`src/rtl/mem_pkg.sv`:
```
// Shared encodings for the femtoRV32 memory access controller: access sizes,
// FSM states and the alignment rule used at grant time.
package mem_pkg;

  localparam logic [1:0] SZ_WORD = 2'b00;
  localparam logic [1:0] SZ_HALF = 2'b01;
  localparam logic [1:0] SZ_BYTE = 2'b10;
  localparam logic [1:0] SZ_ILL  = 2'b11;

  typedef enum logic [2:0] {
    IDLE    = 3'd0,
    IF_RD   = 3'd1,
    D_RD    = 3'd2,
    D_MERGE = 3'd3,
    D_RESP  = 3'd4,
    D_ERRS  = 3'd5
  } mem_state_t;

  // True when a data access cannot be served by one aligned word access.
  function automatic logic access_bad(input logic [1:0] size, input logic [1:0] lsb);
    return (size == SZ_ILL) ||
           ((size == SZ_WORD) && (lsb != 2'b00)) ||
           ((size == SZ_HALF) && lsb[0]);
  endfunction

endpackage

```
`src/rtl/mem_lane_fmt.sv`:
```
// Combinational byte-lane logic: load lane select/extension and the
// sub-word store merge into a previously read memory word.
module mem_lane_fmt
  import mem_pkg::*;
(
  input  logic [31:0] i_rdata,
  input  logic [31:0] i_wdata,
  input  logic [1:0]  i_size,
  input  logic [1:0]  i_lane,
  input  logic        i_signed,
  output logic [31:0] o_ld_data,
  output logic [31:0] o_st_data
);

  logic [15:0] w_half;
  logic [7:0]  w_byte;

  always_comb begin
    w_half = i_lane[1] ? i_rdata[31:16] : i_rdata[15:0];
    case (i_lane)
      2'd0:    w_byte = i_rdata[7:0];
      2'd1:    w_byte = i_rdata[15:8];
      2'd2:    w_byte = i_rdata[23:16];
      default: w_byte = i_rdata[31:24];
    endcase

    o_ld_data = i_rdata;
    if (i_size == SZ_HALF)
      o_ld_data = {{16{i_signed & w_half[15]}}, w_half};
    else if (i_size == SZ_BYTE)
      o_ld_data = {{24{i_signed & w_byte[7]}}, w_byte};

    o_st_data = i_wdata;
    if (i_size == SZ_HALF) begin
      o_st_data = i_lane[1] ? {i_wdata[15:0], i_rdata[15:0]}
                            : {i_rdata[31:16], i_wdata[15:0]};
    end else if (i_size == SZ_BYTE) begin
      case (i_lane)
        2'd0:    o_st_data = {i_rdata[31:8], i_wdata[7:0]};
        2'd1:    o_st_data = {i_rdata[31:16], i_wdata[7:0], i_rdata[7:0]};
        2'd2:    o_st_data = {i_rdata[31:24], i_wdata[7:0], i_rdata[15:0]};
        default: o_st_data = {i_wdata[7:0], i_rdata[23:0]};
      endcase
    end
  end

endmodule

```
`src/rtl/mem_access_ctrl.sv`:
```
// Arbiter and sequencer for the single-ported word memory shared by
// instruction fetch and load/store; sub-word stores are read-modify-write.
module mem_access_ctrl
  import mem_pkg::*;
#(
  parameter int MEM_AW = 8
) (
  input  logic              clk,
  input  logic              rst,
  input  logic              if_req,
  input  logic [31:0]       if_addr,
  output logic              if_ready,
  output logic [31:0]       if_rdata,
  input  logic              d_req,
  input  logic              d_we,
  input  logic [31:0]       d_addr,
  input  logic [1:0]        d_size,
  input  logic              d_signed,
  input  logic [31:0]       d_wdata,
  output logic              d_ready,
  output logic              d_err,
  output logic [31:0]       d_rdata,
  output logic              mem_en,
  output logic              mem_we,
  output logic [MEM_AW-1:0] mem_addr,
  output logic [31:0]       mem_wdata,
  input  logic [31:0]       mem_rdata,
  output mem_state_t        dbg_state
);

  // Handshake: a requester holds req and its fields until it sees a one-cycle
  // ready pulse; requests are only sampled in IDLE, so busy-time requests wait.
  mem_state_t        r_state, w_next;
  logic              r_last_data;
  logic [MEM_AW+1:0] r_addr;
  logic [1:0]        r_size;
  logic              r_signed;
  logic [31:0]       r_wdata;

  logic        w_grant_d, w_grant_f, w_bad;
  logic [31:0] w_ld_data, w_st_data;
  logic        w_unused;

  assign w_unused  = ^{if_addr[31:MEM_AW+2], if_addr[1:0], d_addr[31:MEM_AW+2]};
  assign w_grant_d = d_req && (!if_req || !r_last_data);
  assign w_grant_f = if_req && !w_grant_d;
  assign w_bad     = access_bad(d_size, d_addr[1:0]);
  assign dbg_state = r_state;

  mem_lane_fmt u_fmt (
    .i_rdata  (mem_rdata),
    .i_wdata  (r_wdata),
    .i_size   (r_size),
    .i_lane   (r_addr[1:0]),
    .i_signed (r_signed),
    .o_ld_data(w_ld_data),
    .o_st_data(w_st_data)
  );

  always_ff @(posedge clk) begin
    if (rst) begin
      r_state     <= IDLE;
      r_last_data <= 1'b0;
      r_addr      <= '0;
      r_size      <= SZ_WORD;
      r_signed    <= 1'b0;
      r_wdata     <= '0;
    end else begin
      r_state <= w_next;
      if (r_state == IDLE && w_grant_d) begin
        r_last_data <= 1'b1;
        r_addr      <= d_addr[MEM_AW+1:0];
        r_size      <= d_size;
        r_signed    <= d_signed;
        r_wdata     <= d_wdata;
      end else if (r_state == IDLE && w_grant_f) begin
        r_last_data <= 1'b0;
      end
    end
  end

  always_comb begin
    w_next    = r_state;
    if_ready  = 1'b0;
    if_rdata  = '0;
    d_ready   = 1'b0;
    d_err     = 1'b0;
    d_rdata   = '0;
    mem_en    = 1'b0;
    mem_we    = 1'b0;
    mem_addr  = '0;
    mem_wdata = '0;
    case (r_state)
      IDLE: begin
        if (w_grant_d) begin
          if (w_bad) begin
            w_next = D_ERRS;
          end else begin
            mem_en   = 1'b1;
            mem_addr = d_addr[MEM_AW+1:2];
            if (d_we && d_size == SZ_WORD) begin
              mem_we    = 1'b1;
              mem_wdata = d_wdata;
              w_next    = D_RESP;
            end else if (d_we) begin
              w_next = D_MERGE;
            end else begin
              w_next = D_RD;
            end
          end
        end else if (w_grant_f) begin
          mem_en   = 1'b1;
          mem_addr = if_addr[MEM_AW+1:2];
          w_next   = IF_RD;
        end
      end
      IF_RD: begin
        if_ready = 1'b1;
        if_rdata = mem_rdata;
        w_next   = IDLE;
      end
      D_RD: begin
        d_ready = 1'b1;
        d_rdata = w_ld_data;
        w_next  = IDLE;
      end
      D_MERGE: begin
        mem_en    = 1'b1;
        mem_we    = 1'b1;
        mem_addr  = r_addr[MEM_AW+1:2];
        mem_wdata = w_st_data;
        w_next    = D_RESP;
      end
      D_RESP: begin
        d_ready = 1'b1;
        w_next  = IDLE;
      end
      D_ERRS: begin
        d_ready = 1'b1;
        d_err   = 1'b1;
        w_next  = IDLE;
      end
      default: w_next = IDLE;
    endcase
    // Reset blanks every output, which also suppresses an in-flight merge write.
    if (rst) begin
      if_ready  = 1'b0;
      if_rdata  = '0;
      d_ready   = 1'b0;
      d_err     = 1'b0;
      d_rdata   = '0;
      mem_en    = 1'b0;
      mem_we    = 1'b0;
      mem_addr  = '0;
      mem_wdata = '0;
    end
  end

endmodule
```
`config.mk`:
```
export PLATFORM = sky130hd
export DESIGN_NAME = mem_access_ctrl
export DESIGN_NICKNAME = d
export VERILOG_FILES = /design/src/rtl/mem_pkg.sv /design/src/rtl/mem_lane_fmt.sv /design/src/rtl/mem_access_ctrl.sv
export SDC_FILE = /design/constraint.sdc
export NUM_CORES = 1
export LEC_CHECK = 0
export CORE_UTILIZATION = 43
export CTS_CLUSTER_SIZE = 24
export DETAILED_ROUTE_END_ITERATION = 12
export PLACE_DENSITY = 0.95
export SYNTH_ARGS = -nofsm -noshare
export SYNTH_HDL_FRONTEND = slang
export SYNTH_SLANG_ARGS = --single-unit
```
`constraint.sdc`:
```
create_clock -name clk -period 5.9 [get_ports clk]
set_input_delay 0.885 -clock clk [delete_from_list [all_inputs] [get_ports clk]]
set_output_delay 0.885 -clock clk [all_outputs]
set_load 0.005 [all_outputs]
```
==> results by group <==
Clocking
  – # H-tree levels: 2
  – CTS tree: done
  – Later-pin clock latency in the skew report: 310 ps
  – CTS Hold Bufs: 0
  – Longest Clk Path Bufs: 2
  – Reg clk slew, reported paths: 100 ps
  – Num CTS Buffers: 5
  – Cts repair resizes: 0
  – Clock tree root buffer cell: clkbuf_8
  – Sink Count: 49
  – Post-CTS Setup Bufs: 0

Timing
  – FMAX: 0.220 GHz
  – Setup-failing EPs final: 0
  – Fin worst setup slack: 1350 ps
  – Final Max Tran Viols: 0
  – RSZ-0062 raised after global routing: false
  – Fin crit period: 4550 ps
  – Slew at the pin with the worst max-slew slack: 1210 ps
  – Clk_skew: 5.54 ps
  – Final worst-path cycle share: 0.771
  – Final Hold Fails: 0
  – Slew margin rel.: 0.188
  – Final TNS setup: 0 ps

Drt
  – WL final: 17.8 mm
  – Via count: 5692
  – Initial drt markers: 631
  – Drt first pass iters: 6
  – Routed WL per cell: 19.0 um
  – Residual DRC: 0
  – Post-route ant nets: 0
  – Mean number of vias per cell: 6.06

Floorplan
  – I/O pin cnt: 248
  – Initial Utilization: 0.441
  – Rows: 37
  – Die area: 10900 sq um
  – Die Width: 104 um
  – DIE HEIGHT: 104 um
  – Core area: 10200 sq um

Worst setup path
  – Crit path max fanout: 33
  – Worst-path cell chain: nand2b_1 -> nor2_4 -> o221ai_1 -> o22ai_1 -> clkdlybuf4s50_1
  – Worst path slowest cell: dfxtp_1
  – Crit Path Category: flop to output pin
  – Max incr delay on CP: 1040 ps
  – WP data required: 5020 ps
  – Worst R2R Start: dbg_state[1]
  – Crit path depth: 5
  – Top Family by Delay on Critical Path: simple AND/OR/NAND/NOR gates
  – Crit start category: flop
  – R2R depth: 5
  – CP bufs+invs: 1
  – WP data arrival: 3670 ps
  – CP Capture Type: output pin
  – Worst setup path start: dbg_state[1]

Worst hold path
  – Worst Hold Class: flop to flop
  – Hold Crit Depth: 2
  – HP Start: r_addr[9]

Synth
  – Post-synthesis cell area: 4520 sq um
  – Avg Cell Area, Syn: 6.97 sq um
  – Post-synthesis sequential area ratio: 0.217
  – Yosys top cell by area: dfxtp_1
  – FF+latch count, synth: 49
  – Dominant synthesized flop cell: dfxtp_1
  – Mapped Nets: 784
  – Unique masters post-synth: 46
  – Post-synthesis instance total: 648
  – Ys Warns: 0
  – Post-synth EDFFs: 0
  – Post-synth top area share: 0.217
  – Async SR Flop Fraction: 0
  – Top cells by area, synth: dfxtp_1 22%, nand2_1 12%, a21oi_1 9.5%, mux2i_1 5.3%, nor2_1 4.9%

GRT
  – Number of global-route vias before repair: 5282
  – Grt met1 use: 0.397
  – First-pass GRT wire length: 27.7 mm
  – Grt ovf: 0
  – Met3 Use GR: 0.0771
  – Largest net degree at the start of global routing: 50
  – Met2 Track Usage GR: 0.508
  – GR Util All Layers: 0.316
  – GRT busiest layer: met2
  – Initial antenna violation count: 2

Layout
  – Commonest non-fill, non-tap cell in the layout: clkdlybuf4s50_1
  – Most frequent cells in the layout: 200 x clkdlybuf4s50_1, 142 x nand2_1, 86 x a21oi_1
  – Area delta synth->final: 46.2%
  – Total Nets Final: 939
  – Layout cell share with drive strength beyond 1: 0.0809

Placed design
  – Placer Congestion: 0.936
  – PortBufs: 201
  – Setup WS pre-CTS: 1540 ps
  – HPWL Detailed: 12.9 mm

Power
  – Leak: 2.28 nW
  – PwrDens: 152 nW/um^2
  – VDD IR max: 0.119 mV

Run status
  – Status: finished clean

Flow run
  – Number of max-cap violations: 0
metal layers:
layer / up-vias / wire length [um]
met3: 72 / 2050
met1: 2612 / 6840
met5: - / 11
met2: 377 / 8160
met4: 2 / 766
li1: 2629 / -
cell usage after synthesis, drive strengths merged, types with 4 or more instances:
cell     number
o22ai        19
nor3          7
nor2         59
o2bb2ai      14
nand2b       13
buf          18
o211ai       13
inv          19
mux4          8
o21ai        13
a21oi        86
dfxtp        49
mux2         17
nand2       142
o221ai       25
mux2i        24
clkbuf       46
nor4         16
and2         16
nand3         4
a31oi        15
worst register-to-register path, stage by stage (launching register included):
cell and delay, ps:
dfxtp_1 670, or3_1 590, nor2_4 720, buf_4 320
nand2_1 70, a21oi_1 110
flip-flops by register name (all words and copies together), names as in the netlist:
signal,flops
dbg_state,3
r_addr,10
r_last_data,1
r_signed,1
r_size,2
r_wdata,32
worst paths after layout:
| path | to | slack (ps) |
|---|---|---|
| min reg2reg | r_addr[9] | 460 |
| min | r_addr[9] | 460 |
| max reg2reg | r_addr[1] | 3340 |
| max | mem_wdata[12] | 1350 |
cell families (layout without fill, tap and decap cells):
| kind of cell | after synthesis | in the layout | synth area share |
|---|---|---|---|
| flip-flops | 49 | 49 | 0.217 |
| other | 0 | 1 | 0 |
| XOR/XNOR | 2 | 2 | 0.00388 |
| AND/OR/NAND/NOR | 269 | 269 | 0.264 |
| multiplexers | 49 | 49 | 0.135 |
| AO/OA/AOI/OAI | 196 | 196 | 0.300 |
| buffers and inverters | 83 | 238 | 0.0798 |
stage by stage:
stage	cell area, sq um	utilization	cells	hold slack, ps	power (mW)
finish	6600	0.645	940	462	1.00
global route	6600	0.645	939	477	1.05
CTS	6600	0.645	939	461	0.992
detailed placement	6510	0.637	932	447	0.789
global placement	6510	0.637	932	442	0.780
floorplan	4520	-	648	436	0.615
final cells by class:
class / count / area [sq um]
Antenna cell: 1 / 2.50
Clock buffer: 5 / 68.8
Clock inverter: 2 / 16.3
Fill cell: 852 / 3630
Inverter: 19 / 71.3
Multi-Input combinational cell: 516 / 3200
Sequential cell: 49 / 982
Tap cell: 136 / 170
Timing Repair Buffer: 212 / 2090
where the power goes:
group          switching [mW]  leakage (nW)  total [mW]  internal (mW)
clock network           0.128        0.0402       0.210         0.0823
logic                   0.213          1.84       0.395          0.181
registers              0.0396         0.402       0.397          0.358
No activity file was read; power rests on OpenSTA's default activity.
